## src/rtl/game_pkg.sv

```systemverilog
// Shared definitions for the game timer controller: FSM state encodings
// and default parameter values.
package game_pkg;

  typedef enum logic [2:0] {
    IDLE      = 3'd0,
    LOAD_GAME = 3'd1,
    WAIT_GAME = 3'd2,
    RUN       = 3'd3,
    LOAD_END  = 3'd4,
    WAIT_END  = 3'd5,
    ENDED     = 3'd6
  } state_t;

  localparam int unsigned DEF_TICK_DIV     = 50000000;
  localparam int unsigned DEF_GAME_SECONDS = 30;
  localparam int unsigned DEF_LOAD_CYCLES  = 16;

endpackage

```

## src/rtl/tick_gen.sv

```systemverilog
// Prescaler: emits a one-clock tick every TICK_DIV enabled clocks.
module tick_gen
  import game_pkg::*;
#(
  parameter int unsigned TICK_DIV = DEF_TICK_DIV
) (
  input  logic clk,
  input  logic reset,
  input  logic enable,
  input  logic clear,
  output logic tick
);

  localparam int unsigned CW = (TICK_DIV > 1) ? $clog2(TICK_DIV) : 1;
  localparam logic [CW-1:0] LAST = CW'(TICK_DIV - 1);

  logic [CW-1:0] cnt;

  // Count enabled clocks, wrapping at TICK_DIV-1; clear has priority.
  always_ff @(posedge clk or posedge reset) begin
    if (reset) begin
      cnt <= '0;
    end else if (clear) begin
      cnt <= '0;
    end else if (enable) begin
      if (cnt == LAST) begin
        cnt <= '0;
      end else begin
        cnt <= cnt + CW'(1);
      end
    end else begin
      cnt <= cnt;
    end
  end

  assign tick = enable & ~clear & (cnt == LAST);

endmodule

```

## src/rtl/game_timer_ctrl.sv

```systemverilog
// Game timer controller: sequences load phases, counts down game seconds
// and reports expiry to the game controller.
module game_timer_ctrl
  import game_pkg::*;
#(
  parameter int unsigned TICK_DIV     = DEF_TICK_DIV,
  parameter int unsigned GAME_SECONDS = DEF_GAME_SECONDS,
  parameter int unsigned LOAD_CYCLES  = DEF_LOAD_CYCLES
) (
  input  logic       clk,
  input  logic       reset,
  input  logic       start_state,
  input  logic       game_state,
  input  logic       end_state,
  output logic       control_signal,
  output logic       timer_signal,
  output logic [7:0] seconds_left,
  output logic       busy
);

  localparam logic [7:0] LOAD_LAST = 8'(LOAD_CYCLES - 1);
  localparam logic [7:0] GAME_SEC  = 8'(GAME_SECONDS);

  state_t     state, next_state;
  logic       start_prev;
  logic [7:0] load_cnt, load_cnt_d, sec_d;
  logic       control_d, timer_d, busy_d;
  logic       tick, start_fall, load_done, abort;

  assign start_fall = start_prev & ~start_state;
  assign load_done  = (load_cnt == LOAD_LAST);
  assign abort      = (state != IDLE) & start_state;

  tick_gen #(.TICK_DIV(TICK_DIV)) u_tick (
    .clk    (clk),
    .reset  (reset),
    .enable (state == RUN),
    .clear  (state != RUN),
    .tick   (tick)
  );

  // State register.
  always_ff @(posedge clk or posedge reset) begin
    if (reset) begin
      state <= IDLE;
    end else begin
      state <= next_state;
    end
  end

  // Next-state logic; a start request outside IDLE aborts to IDLE first.
  always_comb begin
    next_state = state;
    if (abort) begin
      next_state = IDLE;
    end else begin
      case (state)
        IDLE:      next_state = (start_fall && !game_state && !end_state) ? LOAD_GAME : IDLE;
        LOAD_GAME: next_state = load_done ? WAIT_GAME : LOAD_GAME;
        WAIT_GAME: next_state = game_state ? RUN : WAIT_GAME;
        RUN:       next_state = game_state ? RUN : LOAD_END;
        LOAD_END:  next_state = load_done ? WAIT_END : LOAD_END;
        WAIT_END:  next_state = end_state ? ENDED : WAIT_END;
        ENDED:     next_state = end_state ? ENDED : IDLE;
        default:   next_state = IDLE;
      endcase
    end
  end

  // Next values of the registered outputs and the load counter.
  always_comb begin
    load_cnt_d = load_cnt;
    control_d  = 1'b0;
    timer_d    = timer_signal;
    sec_d      = seconds_left;
    busy_d     = (next_state == LOAD_GAME) || (next_state == LOAD_END);
    if (abort) begin
      timer_d    = 1'b0;
      load_cnt_d = 8'd0;
    end else begin
      case (state)
        IDLE: begin
          timer_d    = 1'b0;
          load_cnt_d = 8'd0;
        end
        LOAD_GAME, LOAD_END: begin
          if (load_done) begin
            control_d  = 1'b1;
            load_cnt_d = 8'd0;
            if (state == LOAD_GAME) begin
              sec_d = GAME_SEC;
            end else begin
              sec_d = seconds_left;
            end
          end else begin
            load_cnt_d = load_cnt + 8'd1;
          end
        end
        RUN: begin
          if (!game_state) begin
            timer_d    = 1'b0;
            load_cnt_d = 8'd0;
          end else if (seconds_left == 8'd0) begin
            // Expiry is flagged the clock after the count reaches zero.
            timer_d = 1'b1;
          end else if (tick) begin
            sec_d = seconds_left - 8'd1;
          end else begin
            sec_d = seconds_left;
          end
        end
        default: begin
          load_cnt_d = load_cnt;
        end
      endcase
    end
  end

  // Output and bookkeeping registers.
  always_ff @(posedge clk or posedge reset) begin
    if (reset) begin
      control_signal <= 1'b0;
      timer_signal   <= 1'b0;
      seconds_left   <= 8'd0;
      busy           <= 1'b0;
      load_cnt       <= 8'd0;
      start_prev     <= 1'b0;
    end else begin
      control_signal <= control_d;
      timer_signal   <= timer_d;
      seconds_left   <= sec_d;
      busy           <= busy_d;
      load_cnt       <= load_cnt_d;
      start_prev     <= start_state;
    end
  end

endmodule

```

## config.mk

```make
export PLATFORM = sky130hd
export DESIGN_NAME = game_timer_ctrl
export DESIGN_NICKNAME = d
export VERILOG_FILES = /design/src/rtl/game_pkg.sv /design/src/rtl/tick_gen.sv /design/src/rtl/game_timer_ctrl.sv
export SDC_FILE = /design/constraint.sdc
export NUM_CORES = 1
export LEC_CHECK = 0
export ABC_AREA = 1
export CELL_PAD_IN_SITES_DETAIL_PLACEMENT = 0
export CELL_PAD_IN_SITES_GLOBAL_PLACEMENT = 2
export CORE_MARGIN = 5
export CORE_UTILIZATION = 35
export DETAILED_ROUTE_END_ITERATION = 16
export PLACE_DENSITY = 0.89
export SLEW_MARGIN = 20
export SYNTH_ARGS = -nofsm -noshare
export SYNTH_HDL_FRONTEND = slang
export SYNTH_SLANG_ARGS = --single-unit
```

## constraint.sdc

```tcl
create_clock -name clk -period 2.4 [get_ports clk]
set_clock_uncertainty 0.2 [all_clocks]
set_input_delay 0.48 -clock clk [delete_from_list [all_inputs] [get_ports clk]]
set_output_delay 0.48 -clock clk [all_outputs]
set_load 0.01 [all_outputs]
```

### Word-level counts from Yosys, hierarchy flattened

Index checks and enable logic that the tools add are counted.

* eq/ne operators: 18
* bitwise logic cells: 7
* muxes and demuxes: 29
* add/sub/neg operators: 3
* reduce and logical (&&, ||, !) cells: 16

Operators by type and width (count)
* $mux W26: 3
* $mux W8: 8
* $add A26 B1 Y26 const B: 1
* $eq A26 B26 Y1 const B: 1
* $pmux W8 S3: 1
* $pmux W3 S7: 1
* $pmux W8 S2: 1
* $eq A3 B3 Y1 const B: 4
* $ne A2 B2 Y1 const B: 5
* $mux W1: 9
* $mux W3: 3
* $add A8 B1 Y8 const B: 1
* $eq A8 B4 Y1 const B: 1
* $logic_not A8 Y1: 1
* $sub A8 B1 Y8 const B: 1
* $reduce_and A7 Y1: 1
* $eq A3 B1 Y1 const B: 2
* $eq A3 B2 Y1 const B: 2
* $reduce_bool A3 Y1: 2
* $and A1 B1 Y1: 4
* $mux W2: 2
* $ne A4 B4 Y1 const B: 1
* $reduce_and A2 Y1: 2
* $reduce_bool A2 Y1: 2
* 10 further kinds: 14

* register bits: 49
* output and inout port bits: 11
* logic and storage cells: 81

### Depth between registers and ports, before layout

Gate-level depths: netlist of the first run.

* depth after elaboration: 9
* gate-level depth with buffers: 11
* gate-level depth less buffers: 11

### Hierarchy

From an unflattened synthesis of the first run, not the netlist that was laid out.

* cell total of the unflattened synthesis: 446
* area, all modules: 3263.1 um^2

By module, submodules not included
* tick_gen: sequential area each 650.6 um^2, cells each 237, instances 1, area an instance 1689.1 um^2
* game_timer_ctrl: sequential area each 575.6 um^2, cells each 209, instances 1, area an instance 1574.0 um^2

### Worst setup path after synthesis of the first run

OpenSTA, ideal clock, no wires.

* kind: register to register
* start: reg load_cnt[0]
* end: reg seconds_left[0]
* data arrival time: 1.438 ns
* stages on the path, launching flop included: 11
* setup time: 0.118 ns
* data required time: 2.082 ns
* path slack: 0.645 ns
* path through: dfrtp_1 -> ha_1 -> nand2_1 -> nor2_2 -> nand3_1 -> nand2_2 -> nand3_4 -> nor2_8 -> nand2_4 -> nand2_1 -> o21ai_2

* longest elaborated chain between the ends: 3

Ends and longest elaborated chain
* start, declared: line game_timer_ctrl.sv:26 `logic [7:0] load_cnt, load_cnt_d, sec_d;`
* start signal, assigned: line game_timer_ctrl.sv:133 `load_cnt <= load_cnt_d;`
* $eq A8 B4 Y1: line game_timer_ctrl.sv:31 `assign load_done = (load_cnt == LOAD_LAST);`
* $ne A2 B2 Y1 (no source line)
* $reduce_and A7 Y1 (no source line)
* end signal, assigned: line game_timer_ctrl.sv:124 `seconds_left <= 8'd0;`
* end signal, assigned: line game_timer_ctrl.sv:131 `seconds_left <= sec_d;`
* end, declared: line game_timer_ctrl.sv:17 `output logic [7:0] seconds_left,`

No other way between the ends.
A chain may end at the register's enable or synchronous reset.

### Worst setup path after layout of the first run

Same ends and word-level chain as after synthesis.

==> results of run 1 <==
per-layer routing:
metal / vias up / share of wire (%)
li1: 1346 / -
met1: 1196 / 50
met2: 27 / 47
met3: 2 / 2.3
met4: 0 / 0.50
met5: - / 0
power breakdown:
group          switching (mW)  leakage, nW  internal (mW)
clock network           0.285       0.0681          0.414
registers              0.0821        0.652          0.900
logic                   0.619        0.756          0.326
state kept, by name, indices dropped and copies added, names as in the netlist:
register / flops
busy: 1
control_signal: 1
load_cnt: 8
seconds_left: 8
start_prev: 1
state: 3
timer_signal: 1
u_tick.cnt: 26
Yosys cell counts:
master,instances
nor2_1,65
inv_1,58
o21ai_0,11
xnor2_1,5
nand3_1,40
a31oi_1,1
nand4_1,10
nand2_2,13
a211oi_1,1
o21a_1,1
inv_4,1
o21ai_1,1
clkbuf_1,1
nand2_4,2
nor2_8,1
a21oi_1,10
nor2_2,12
ha_1,4
nand3_4,2
or2_2,1
inv_2,6
xor2_1,7
o21ai_2,1
nand2_1,84
buf_6,2
nor3_1,17
nand3b_1,1
dfrtp_1,49
and3_1,1
nand3_2,2
nor3b_1,1
worst min path at each step:
stage                    end  slack (ps)  cells after the start     startpoint
2_1_floorplan  u_tick.cnt[0]         230                      1  u_tick.cnt[0]
3_3_place_gp   u_tick.cnt[0]         240                      1  u_tick.cnt[0]
3_5_place_dp   u_tick.cnt[0]         250                      1  u_tick.cnt[0]
4_1_cts        u_tick.cnt[0]         260                      1  u_tick.cnt[0]
5_1_grt        u_tick.cnt[0]         280                      1  u_tick.cnt[0]
6_report       u_tick.cnt[0]         260                      1  u_tick.cnt[0]
logic make-up after synthesis:
group | count (synthesis) | synth area share [%]
simple gates | 252 | 39.8
xor+xnor | 12 | 3.52
compound gates | 26 | 4.70
fa+ha+maj | 4 | 1.68
buf+inv | 68 | 9.14
flops | 49 | 41.1
layout make-up:
type	count	area [um2]	share of cell area [%]
multi-input combinational	294	1480	43.4
tap	105	131	3.84
inverter	65	246	7.20
sequential	49	1230	35.8
clock inverter	3	65.1	1.90
clock buffer	5	68.8	2.01
timing repair buffer	20	200	5.85
critical path, cell delays in order (launching register included):
cell and delay, ps:
dfrtp_1 400, ha_1 200, nand2_1 100, nor2_2 170, nand3_1 170, nand2_2 150, nand3_4 100, nor2_8 160
nand2_4 140, nand2_1 100, o21ai_2 50
per-stage QoR:
stage | hold WS, ps | setup slack [ps]
6_report | 259 | 377
5_1_grt | 282 | 199
4_1_cts | 263 | 362
3_5_place_dp | 249 | 283
3_3_place_gp | 240 | 327
2_1_floorplan | 230 | 547
==> impl_metrics.csv, run 1 <==
group,metric,value,unit
placement,placedCellCount,533,
worst_setup_path,worstSetupPathType,"flip-flop to flip-flop",
worst_setup_path,crit_arrival,2020,ps
finish,layoutNonFillerInstCount,541,
status,status,"complete, no violations",
finish,diodes,0,
clock_tree,postCtsSetupBuffers,0,
yosys,yosysTopAreaCell,"dfrtp_1",
global_routing,busiest_layer,"met2",
worst_hold_path,min_path_type,"flip-flop to flip-flop",
pwr,peakVddDrop,390,uV
route,drc,0,
timing,rsz0062_at_grt,"no",
die,die_w,102,um
global_routing,grt_max_degree,50,
clock_tree,cts_buffers,5,
yosys,synth_top_area_share,41.1,%
yosys,synth_seq_cells,49,
clock_tree,postCtsResizedCells,0,
timing,clock.fmax,0.494,GHz
placement,gp_congestion,0.845,
die,dieArea,10500,um2
run,maxCapViolations,0,
timing,tns,0,ps
global_routing,use_met2,23.3,%
timing,fin_crit,2020,ps
worst_setup_path,reg2reg_slack,380,ps
finish,drive_above_1_share,12.6,%
global_routing,grt_use_met3,2.39,%
timing,drv_slew,0,
yosys,syn_inst,411,
finish,final_area,3420,um2
timing,setup_viol,0,
yosys,synthesis.nets,420,
global_routing,grt_use_total,14.2,%
worst_setup_path,startpoint,"load_cnt[0]",
worst_setup_path,worstPathMaxFanout,9,
timing,hold_violations,0,
placement,dp_hpwl,5.18,mm
clock_tree,clk_latency,300,ps
die,fp-row-count,33,
pwr,p_per_area,768,nW/um2
clock_tree,holdBufCountCts,0,
finish,mostFrequentLayoutCell,"nand2_1",
worst_setup_path,critPathLaunchType,"flip-flop",
global_routing,gr-usage-met1,19.9,%
route,first_iter_violations,88,
worst_setup_path,worstReg2RegEnd,"seconds_left[0]",
clock_tree,cts_root_buf,"clkbuf_8",
die,core,8260,um2
yosys,synth_area,2980,um2
finish,post-route-util,41.4,%
finish,area_growth,14.7,%
pwr,power.leakage,1.48,nW
placement,port_buffers,15,
yosys,yosysWarnings,0,
route,wirelength,6.85,mm
finish,final_nets,444,
die,io_pins,16,
timing,worst_pin_slew,357,ps
clock_tree,clock-sinks,49,
placement,dpl_cell_area,3290,um2
die,die-height,102,um
clock_tree,cts_tree,"built",
timing,slew_headroom,76.0,%
global_routing,grt_pass1_wl,11.9,mm
route,vias,2571,
die,start_util,36.1,%
clock_tree,cts.path.max_buffers,2,
yosys,synth.avg_cell_area,7.26,um2
yosys,ys_top_cells_by_area,"dfrtp_1 41%, nand2_1 11%, nor2_1 8.2%, inv_1 7.3%, nand3_1 6.7%",
worst_setup_path,crit_end,"seconds_left[0]",
route,antenna_left,0,
route,drtPass1Iterations,4,
global_routing,antenna_found_initial,0,
worst_setup_path,endpoint_kind,"flip-flop",
clock_tree,path_clk_slew,100,ps
yosys,yosysSeqAreaShare,41.1,%
route,wire_per_inst,12.7,um
worst_setup_path,reg2reg_depth,10,
clock_tree,htreeDepth,2,
global_routing,grt_overflow_total,0,
pwr,finalPower,2.63,mW
timing,period_share,84.3,%
yosys,synth.distinct_cells,31,
route,viasPerCell,4.75,
global_routing,grt_pass1_vias,2529,
finish,most-common-layout-cells,"84 x nand2_1, 65 x nor2_1, 57 x inv_1",
finish,final.fill_count,900,
worst_setup_path,worstReg2RegStart,"load_cnt[0]",
worst_setup_path,required,2400,ps
Note: power is estimated with default switching activity, not from simulation.
==> run 2: changes to the inputs <==
- clock period: 2.4 -> 1.9 ns (I/O delays scaled with it)
==> impl_metrics.csv, run 2 (synthesized netlist as in run 1, its figures left out) <==
group,metric,value,unit
worst_setup_path,path_delay_family,"simple AND/OR/NAND/NOR gates",
global_routing,grt_overflow_total,0,
global_routing,grt_max_degree,23,
pwr,finalPower,3.31,mW
timing,hold_slack,130,ps
clock_tree,path_clk_slew,100,ps
clock_tree,cts.path.max_buffers,2,
status,status,"complete, no violations",
global_routing,grt_pass1_vias,2591,
run,maxCapViolations,0,
clock_tree,holdBufCountCts,0,
finish,post-route-util,46.7,%
timing,worst_pin_slew,376,ps
finish,reg.largest.list,"u_tick.cnt: 26 flops, load_cnt: 8 flops, seconds_left: 8 flops",
route,wl_met2,3.35,mm
placement,port_buffers,15,
worst_setup_path,path_cells,"ha_2 > nand2_2 > buf_6 > nor2_4 > inv_2 > nor2_4 > nand2_4 > nor2_4 > buf_6 > xnor2_2 > nor2_1",
global_routing,antenna_found_initial,0,
finish,final_nets,485,
die,die_w,102,um
worst_setup_path,path_buf_inv,3,
finish,final_area,3850,um2
placement,gp_congestion,0.815,
worst_setup_path,critPathLaunchType,"flip-flop",
timing,hold_violations,0,
placement,pre_cts_ws,-47.4,ps
placement,placedCellCount,563,
clock_tree,clock-sinks,49,
worst_setup_path,worstReg2RegEnd,"u_tick.cnt[12]",
placement,dp_hpwl,5.36,mm
timing,drv_slew,0,
worst_setup_path,reg2reg_depth,11,
pwr,p_per_area,859,nW/um2
clock_tree,cts_tree,"built",
clock_tree,cts_root_buf,"clkbuf_8",
timing,rsz0062_at_grt,"yes",
finish,layoutNonFillerInstCount,582,
pwr,power.leakage,1.67,nW
finish,regMostFlops,"u_tick.cnt",
finish,diodes,0,
route,drc,0,
timing,setup_viol,0,
worst_setup_path,endpoint_kind,"flip-flop",
finish,largest_reg_flops,26,
worst_setup_path,timing.critical_path.mode_cell,"nor2_4",
route,antenna_left,0,
worst_setup_path,worstReg2RegStart,"u_tick.cnt[0]",
die,die-height,102,um
finish,most-common-layout-cells,"75 x nand2_1, 62 x nor2_1, 54 x inv_1",
route,drtPass1Iterations,4,
worst_setup_path,crit_slowest_cell,"dfrtp_1",
timing,clock.fmax,0.539,GHz
worst_setup_path,crit_arrival,1850,ps
timing,tns,0,ps
worst_setup_path,worstPathMaxFanout,3,
global_routing,grt_use_total,13.8,%
worst_setup_path,worstSetupPathType,"flip-flop to flip-flop",
timing,fin_crit,1850,ps
worst_hold_path,min_path_type,"primary input to asynchronous set/reset pin",
route,routed-wl-met3,234,um
timing,worst_slack,45.2,ps
die,dieArea,10500,um2
pwr,peakVddDrop,339,uV
clock_tree,htreeDepth,2,
timing,period_share,97.6,%
worst_setup_path,required,1900,ps
route,vias,2770,
die,core,8260,um2
placement,dpl_cell_area,3530,um2
route,first_iter_violations,77,
finish,mostFrequentLayoutCell,"nand2_1",
worst_setup_path,max_stage_delay,370,ps
die,io_pins,16,
clock_tree,clk_latency,300,ps
global_routing,grt_pass1_wl,11.5,mm
route,wirelength,7.02,mm
worst_setup_path,reg2reg_slack,50,ps
die,fp-row-count,33,
die,start_util,36.1,%
route,drt-met1-wl,3.37,mm
finish,area_growth,29.2,%
clock_tree,cts_buffers,5,
route,viasPerCell,4.76,
finish,drive_above_1_share,24.9,%
route,wire_per_inst,12.1,um
route,maxUsedRoutingLayer,"met4",
timing,slew_headroom,74.7,%
## run 2: power breakdown
part	leakage, nW	internal (mW)	switching, mW
Clock	0.0385	0.261	0.348
Sequential	0.649	1.14	0.0976
Combinational	0.988	0.564	0.899
Total	1.67	1.97	1.34
## run 2: timing repair
| item | CTS | global route |
|---|---|---|
| setup endpoints to repair | 11 | 31 |
| cloned | 0 | 2 |
| buffers inserted | 0 | 9 |
| pin swaps | 1 | 18 |
| resized for setup | 5 | 34 |
## run 2: layout make-up
| cell class | instances | area (um2) |
|---|---|---|
| Timing Repair Buffer | 59 | 528 |
| Clock inverter | 1 | 7.51 |
| Clock buffer | 7 | 76.3 |
| Sequential cell | 49 | 1230 |
| Tap cell | 105 | 131 |
| Multi-Input combinational cell | 296 | 1640 |
| Inverter | 65 | 246 |
| Fill cell | 880 | 4400 |
## run 2: metal layers
| layer | vias to the layer above | global-route usage [%] |
|---|---|---|
| met5 | - | 0 |
| met3 | 5 | 2.53 |
| met2 | 32 | 22.9 |
| met1 | 1296 | 18.7 |
| met4 | 0 | 3.33 |
| li1 | 1437 | - |
## run 2: worst max-delay path by stage
stage | start | endpoint | slack [ps] | cells after the start
2_1_floorplan | load_cnt[0] | seconds_left[0] | 140 | 10
3_3_place_gp | game_state | seconds_left[0] | -30 | 8
3_5_place_dp | game_state | seconds_left[0] | -50 | 8
4_1_cts | u_tick.cnt[0] | u_tick.cnt[12] | 3 | 11
5_1_grt | load_cnt[1] | seconds_left[2] | -60 | 11
6_report | u_tick.cnt[0] | u_tick.cnt[12] | 50 | 11
